### src/rtl/gf8_pkg.sv
// Shared types and constants for the bit-serial GF(2)[x] reducer.
// Holds the FSM state encoding, the default field width and the single-iteration step function.
package gf8_pkg;

    typedef enum logic [1:0] {
        IDLE = 2'd0,
        RUN  = 2'd1,
        DONE = 2'd2
    } state_t;

    localparam int         GF8_W        = 8;
    localparam logic [7:0] GF8_AES_POLY = 8'h1B;

    typedef struct packed {
        logic [GF8_W-1:0] r;
        logic             m;
    } step_t;

    // One long-division iteration: the bit leaving R decides whether the
    // field polynomial (implicit x^W term) is cancelled out of the window.
    function automatic step_t gf_step(input logic [GF8_W-1:0] r,
                                      input logic             b,
                                      input logic [GF8_W-1:0] p);
        step_t s;
        s.m = r[GF8_W-1];
        s.r = {r[GF8_W-2:0], b} ^ (s.m ? p : '0);
        return s;
    endfunction

endpackage

### src/rtl/gf8_poly_reduce_seq_if.sv
// Operand/result handshake bundle for gf8_poly_reduce_seq.
// poly_in exists only when GF8_POLY_RUNTIME_EN is defined.
interface gf8_poly_reduce_seq_if #(
    parameter int W = 8
);
    logic         in_valid;
    logic         in_ready;
    logic [W-1:0] in_hi;
    logic [W-1:0] in_lo;
`ifdef GF8_POLY_RUNTIME_EN
    logic [W-1:0] poly_in;
`endif
    logic         out_valid;
    logic         out_ready;
    logic [W-1:0] out_rem;
    logic [W-1:0] out_quo;
    logic         busy;

    modport master (
`ifdef GF8_POLY_RUNTIME_EN
        output poly_in,
`endif
        output in_valid, in_hi, in_lo, out_ready,
        input  in_ready, out_valid, out_rem, out_quo, busy
    );

    modport slave (
`ifdef GF8_POLY_RUNTIME_EN
        input  poly_in,
`endif
        input  in_valid, in_hi, in_lo, out_ready,
        output in_ready, out_valid, out_rem, out_quo, busy
    );

endinterface

### src/rtl/gf8_reduce_step.sv
// Combinational single iteration of the serial divider: (R, L msb, P) -> (R', quotient bit).
module gf8_reduce_step
    import gf8_pkg::*;
#(
    parameter int W = GF8_W
) (
    input  logic [W-1:0] r_in,
    input  logic         l_msb,
    input  logic [W-1:0] poly,
    output logic [W-1:0] r_out,
    output logic         m_out
);

    generate
        if (W == GF8_W) begin : g_pkg_step
            step_t step;
            assign step  = gf_step(r_in, l_msb, poly);
            assign r_out = step.r;
            assign m_out = step.m;
        end else begin : g_generic_step
            assign m_out = r_in[W-1];
            assign r_out = {r_in[W-2:0], l_msb} ^ (m_out ? poly : '0);
        end
    endgenerate

endmodule

### src/rtl/gf8_poly_reduce_seq.sv
// Bit-serial divider of a 2W-bit carry-less product by x^W + POLY, one quotient bit per clock.
// Define GF8_POLY_RUNTIME_EN to take the polynomial from poly_in, sampled at accept.
module gf8_poly_reduce_seq
    import gf8_pkg::*;
#(
    parameter int           W    = GF8_W,
    parameter logic [W-1:0] POLY = W'(GF8_AES_POLY)
) (
    input  logic                  clk,
    input  logic                  rst_n,
    gf8_poly_reduce_seq_if.slave  bus
);

    localparam int             CW       = (W > 1) ? $clog2(W) : 1;
    localparam logic [CW-1:0]  CNT_LAST = CW'(W - 1);

    state_t        state_q, state_d;
    logic [W-1:0]  r_q, r_d;
    logic [W-1:0]  l_q, l_d;
    logic [W-1:0]  q_q, q_d;
    logic [CW-1:0] cnt_q, cnt_d;
    logic [W-1:0]  p_cur;
    logic [W-1:0]  r_step;
    logic          m_step;
    logic          accept;

    assign accept = (state_q == IDLE) && bus.in_valid;

`ifdef GF8_POLY_RUNTIME_EN
    // Polynomial is latched at accept so poly_in may change freely mid-operation.
    logic [W-1:0] p_q, p_d;

    always_comb begin
        p_d = p_q;
        if (accept) begin
            p_d = bus.poly_in;
        end
    end

    always_ff @(posedge clk or negedge rst_n) begin
        if (!rst_n) begin
            p_q <= POLY;
        end else begin
            p_q <= p_d;
        end
    end

    assign p_cur = p_q;
`else
    assign p_cur = POLY;
`endif

    gf8_reduce_step #(
        .W (W)
    ) u_step (
        .r_in  (r_q),
        .l_msb (l_q[W-1]),
        .poly  (p_cur),
        .r_out (r_step),
        .m_out (m_step)
    );

    always_ff @(posedge clk or negedge rst_n) begin
        if (!rst_n) begin
            state_q <= IDLE;
            r_q     <= '0;
            l_q     <= '0;
            q_q     <= '0;
            cnt_q   <= '0;
        end else begin
            state_q <= state_d;
            r_q     <= r_d;
            l_q     <= l_d;
            q_q     <= q_d;
            cnt_q   <= cnt_d;
        end
    end

    always_comb begin
        state_d = state_q;
        case (state_q)
            IDLE:    if (bus.in_valid)      state_d = RUN;
            RUN:     if (cnt_q == CNT_LAST) state_d = DONE;
            DONE:    if (bus.out_ready)     state_d = IDLE;
            default:                        state_d = IDLE;
        endcase
    end

    // Working registers only move on accept and during RUN; elsewhere they
    // hold, which keeps the result stable in DONE and after it in IDLE.
    always_comb begin
        r_d   = r_q;
        l_d   = l_q;
        q_d   = q_q;
        cnt_d = cnt_q;
        if (accept) begin
            r_d   = bus.in_hi;
            l_d   = bus.in_lo;
            q_d   = '0;
            cnt_d = '0;
        end else if (state_q == RUN) begin
            r_d   = r_step;
            l_d   = l_q << 1;
            q_d   = {q_q[W-2:0], m_step};
            cnt_d = cnt_q + 1'b1;
        end
    end

    always_comb begin
        bus.in_ready  = (state_q == IDLE);
        bus.out_valid = (state_q == DONE);
        bus.busy      = (state_q == RUN) || (state_q == DONE);
        bus.out_rem   = r_q;
        bus.out_quo   = q_q;
    end

endmodule

### src/flat_wrapper.sv
// flat-port wrapper written by rule: the top's interface ports become plain ports
module gf8_poly_reduce_seq_flat import gf8_pkg::*;
#(
    parameter int           W    = GF8_W,
    parameter logic [W-1:0] POLY = W'(GF8_AES_POLY)
)
  (clk, rst_n, bus_in_valid, bus_in_hi, bus_in_lo, bus_out_ready, bus_in_ready, bus_out_valid, bus_out_rem, bus_out_quo, bus_busy);
  gf8_poly_reduce_seq_if #(.W(W)) bus_i ();
  input  logic clk;
  input  logic rst_n;
  input wire logic [$bits(bus_i.in_valid)-1:0] bus_in_valid;
  input wire logic [$bits(bus_i.in_hi)-1:0] bus_in_hi;
  input wire logic [$bits(bus_i.in_lo)-1:0] bus_in_lo;
  input wire logic [$bits(bus_i.out_ready)-1:0] bus_out_ready;
  output wire logic [$bits(bus_i.in_ready)-1:0] bus_in_ready;
  output wire logic [$bits(bus_i.out_valid)-1:0] bus_out_valid;
  output wire logic [$bits(bus_i.out_rem)-1:0] bus_out_rem;
  output wire logic [$bits(bus_i.out_quo)-1:0] bus_out_quo;
  output wire logic [$bits(bus_i.busy)-1:0] bus_busy;
  assign bus_i.in_valid = bus_in_valid;
  assign bus_i.in_hi = bus_in_hi;
  assign bus_i.in_lo = bus_in_lo;
  assign bus_i.out_ready = bus_out_ready;
  assign bus_in_ready = bus_i.in_ready;
  assign bus_out_valid = bus_i.out_valid;
  assign bus_out_rem = bus_i.out_rem;
  assign bus_out_quo = bus_i.out_quo;
  assign bus_busy = bus_i.busy;
  gf8_poly_reduce_seq #(.W(W), .POLY(POLY)) u_core (.clk(clk), .rst_n(rst_n), .bus(bus_i));
endmodule
### config.mk
export PLATFORM = sky130hd
export DESIGN_NAME = gf8_poly_reduce_seq_flat
export DESIGN_NICKNAME = d
export VERILOG_FILES = /design/src/rtl/gf8_pkg.sv /design/src/rtl/gf8_poly_reduce_seq_if.sv /design/src/rtl/gf8_reduce_step.sv /design/src/rtl/gf8_poly_reduce_seq.sv /design/src/flat_wrapper.sv
export SDC_FILE = /design/constraint.sdc
export NUM_CORES = 1
export LEC_CHECK = 0
export BUFFER_PORTS_ARGS = -buffer_cell sky130_fd_sc_hd__buf_4
export CAP_MARGIN = 10
export CORE_UTILIZATION = 35
export CTS_CLUSTER_DIAMETER = 100
export DETAILED_ROUTE_END_ITERATION = 12
export PLACE_DENSITY = 0.57
export SKIP_CTS_REPAIR_TIMING = 1
export SLEW_MARGIN = 0
export SYNTH_ARGS = -nofsm -noshare
export SYNTH_HDL_FRONTEND = slang
export SYNTH_SLANG_ARGS = --single-unit
### constraint.sdc
create_clock -name clk -period 1.8 [get_ports clk]
set_input_delay 0.18 -clock clk [delete_from_list [all_inputs] [get_ports clk]]
set_output_delay 0.18 -clock clk [all_outputs]
set_load 0.02 [all_outputs]
==> impl_results.md <==
- Run status: complete, no violations
- Met2 usage in global routing: 0.2345
- Hold Path End: u_core.l_q[0]
- Startpoint Class: flop
- Clock sinks: 29
- Most frequent cells in the layout: 40 x buf_4, 29 x dfrtp_1, 25 x mux2i_1, 16 x nand2_1, 16 x o21ai_0
- Relative slew slack: 0.7198
- Overflow after GRT: 0
- Hold/Removal Path Class: in2reg
- Hold Path Stages: 3
- Hold Fails Final Rpt: 0
- Setup TNS: 0 ps
- WP buf/inv: 1
- Reg2Reg Launch Point: u_core.state_q[0]
- Non-Filler Instances: roughly 220
- PortBufs: 38
- Post-layout net count: roughly 200
- Post-synthesis sequential area ratio: 0.5133
- Clk slew on worst S/H paths: 60 ps
- R2r endpoint: u_core.state_q[1]
- Initial antenna violation count: 0
- Residual DRC: 0
- Iteration-0 DRC count of the detailed router: 23
- Final setup vio count: 0
- WP data arrival: 1830 ps
- Yosys warns: 0
- Core Rows: 22
- Register-to-Register Path Depth: 4
- Max-cap viol count: 0
- Most common cell after layout, fill and taps aside: buf_4
- Cell area after synthesis: between 0.001 and 0.0015 mm^2
- Power Density: 1802 mW/mm^2
- First-pass GRT wire length: about 4600 um
- Worst-Skew Late Latency: around 270 ps
- Worst path required time: between 1500 and 2000 ps
- Routability cong.: approximately 0.65
- Die Width: approximately 66 um
- Hold_ws: between 100 and 150 ps
- Worst hold start: bus_in_lo[0]
- Num ports: 39
- Syn Inst Count: ~130
- Setup Skew: 1.748 ps
- DR vias: about 1000
- Clk buf depth: 2
- Slowest-stage cell, CP: a222oi_1
- Final wirelength: about 2700 um
- Core area: 0.003771 mm^2
- GRT Total Usage: 0.1442
- CTS root buf: clkbuf_8
- Met3 usage: 0.05208
- Post-route minimum period: 1671 ps
- RSZ-0062 raised after global routing: false
- Crit. End Element: flop
- Final ANT Viol Nets: 0
- Peak VDD IR: 0.7456 mV
- Seq cells post-synth: 29
- Inst Count DP: 208
- Crit path largest cell delay: 440 ps
- Via density: 4.713
- Area of the die: between 0.004 and 0.005 mm^2
- Starting Density: 0.3749
- H-tree depth: 2
- CP cell instances: inv_1 -> ha_1 -> a222oi_1 -> mux2_2
- Crit Path Class: reg2reg
- Fillcell total: 370
- Synth cell types: 17
- Met1 Use GR: 0.1785
- Core Util, Final: 0.4861
- Total clock buffers created by CTS: 5
- Max-slew violation count: 0
- Vias in the first global route: about 1000
- Routed len/inst: 12.56 um
- Fmax: ~600 MHz
- Post-DP HPWL: around 1900 um
- CTS tree: done
- Number of diodes: 0
- Layout cells sized above 1: 0.3036
- Period Utilization, post-route: 0.9286
- Syn_area_per_cell: about 11 um^2
- Worst-margin pin slew: 420.3 ps
- Area Growth Syn to Fin: 29.65%
- Worst R2R Setup Slack: 130 ps
- Die height: about 66 um
- CP delay by family, top: compound AO/OA/AOI/OAI gates
- Syn_nets: around 160
- Largest net degree at the start of global routing: 44
- Busiest grt layer: met2
- Drt pass-1 iters: 4
- Pleak: between 0.9 and 1 nW
- Crit path max fanout: 4
==> metrics by stage <==
stage,instance area (um^2),power (mW),worst slack [ps]
2_1_floorplan,1414,2.301,164.6
3_3_place_gp,1737,2.738,245.9
3_5_place_dp,1737,2.805,120.5
4_1_cts,1823,3.350,117.0
5_1_grt,1833,3.563,57.57
6_report,1833,3.304,128.5
==> power by group <==
part           leakage (nW)  total, mW  switching [mW]  internal (mW)
Combinational         0.492       1.61           0.844          0.767
Sequential            0.371       1.16           0.224          0.941
Clock                0.0443      0.528           0.225          0.302
==> routing by layer <==
layer / share of wire / vias to the layer above / wire length, um
li1: - / 504 / -
met1: 0.44 / 486 / 1180
met2: 0.50 / 23 / 1359
met3: 0.051 / 5 / 137
met4: 0.013 / 0 / 35
met5: 0 / - / 0
==> cell type report <==
type / count / area, um^2 / area share
inverters: 5 / 18.77 / 0.01024
flip-flops and latches: 29 / 725.7 / 0.3959
multi-input cells: 85 / 611.8 / 0.3338
repair buffers: 42 / 330.3 / 0.1802
clock buffers: 7 / 86.33 / 0.04710
well taps: 48 / 60.06 / 0.03276
==> cell families after synthesis <==
| group | count (synthesis) | synth area share |
|---|---|---|
| simple gates | 29 | 0.08142 |
| fa+ha+maj | 7 | 0.06194 |
| mux | 27 | 0.1929 |
| compound gates | 17 | 0.06372 |
| xor+xnor | 5 | 0.03097 |
| flops | 29 | 0.5133 |
| buf+inv | 15 | 0.05575 |
==> cells in the mapped netlist <==
library cell,number,area share
mux2i_1,25,0.18
xnor2_1,1,0.0062
a222oi_1,1,0.0071
buf_4,3,0.016
and2_2,1,0.0053
o21ai_0,16,0.057
ha_1,7,0.062
buf_2,3,0.011
inv_1,5,0.013
nand2b_1,1,0.0044
mux2_2,2,0.016
buf_6,1,0.0080
dfrtp_1,29,0.51
clkbuf_1,3,0.0080
nor2_1,11,0.029
xor2_1,4,0.025
nand2_1,16,0.042
==> worst max path at each step <==
stage / startpoint / endpoint / slack, ps / cells past startpoint
after floorplan: u_core.state_q[0] / u_core.state_q[0] / 160 / 4
after global placement: u_core.state_q[0] / u_core.state_q[0] / 250 / 4
after detailed placement: u_core.state_q[0] / u_core.state_q[1] / 120 / 4
after CTS: u_core.state_q[0] / u_core.state_q[1] / 120 / 4
after global routing: u_core.state_q[0] / u_core.state_q[1] / 60 / 4
final: u_core.state_q[0] / u_core.state_q[1] / 130 / 4
==> registers in the layout, summed over array words and instances (netlist names) <==
name                flops
u_core.bus.out_quo      8
u_core.bus.out_rem      8
u_core.cnt_q            3
u_core.l_q              8
u_core.state_q          2
==> worst register-to-register path: stages, from the launching register on <==
cell      delay (ps)
dfrtp_1          400
inv_1            100
ha_1             230
a222oi_1         440
mux2_2           390
Note: power is estimated with default switching activity, not from simulation.
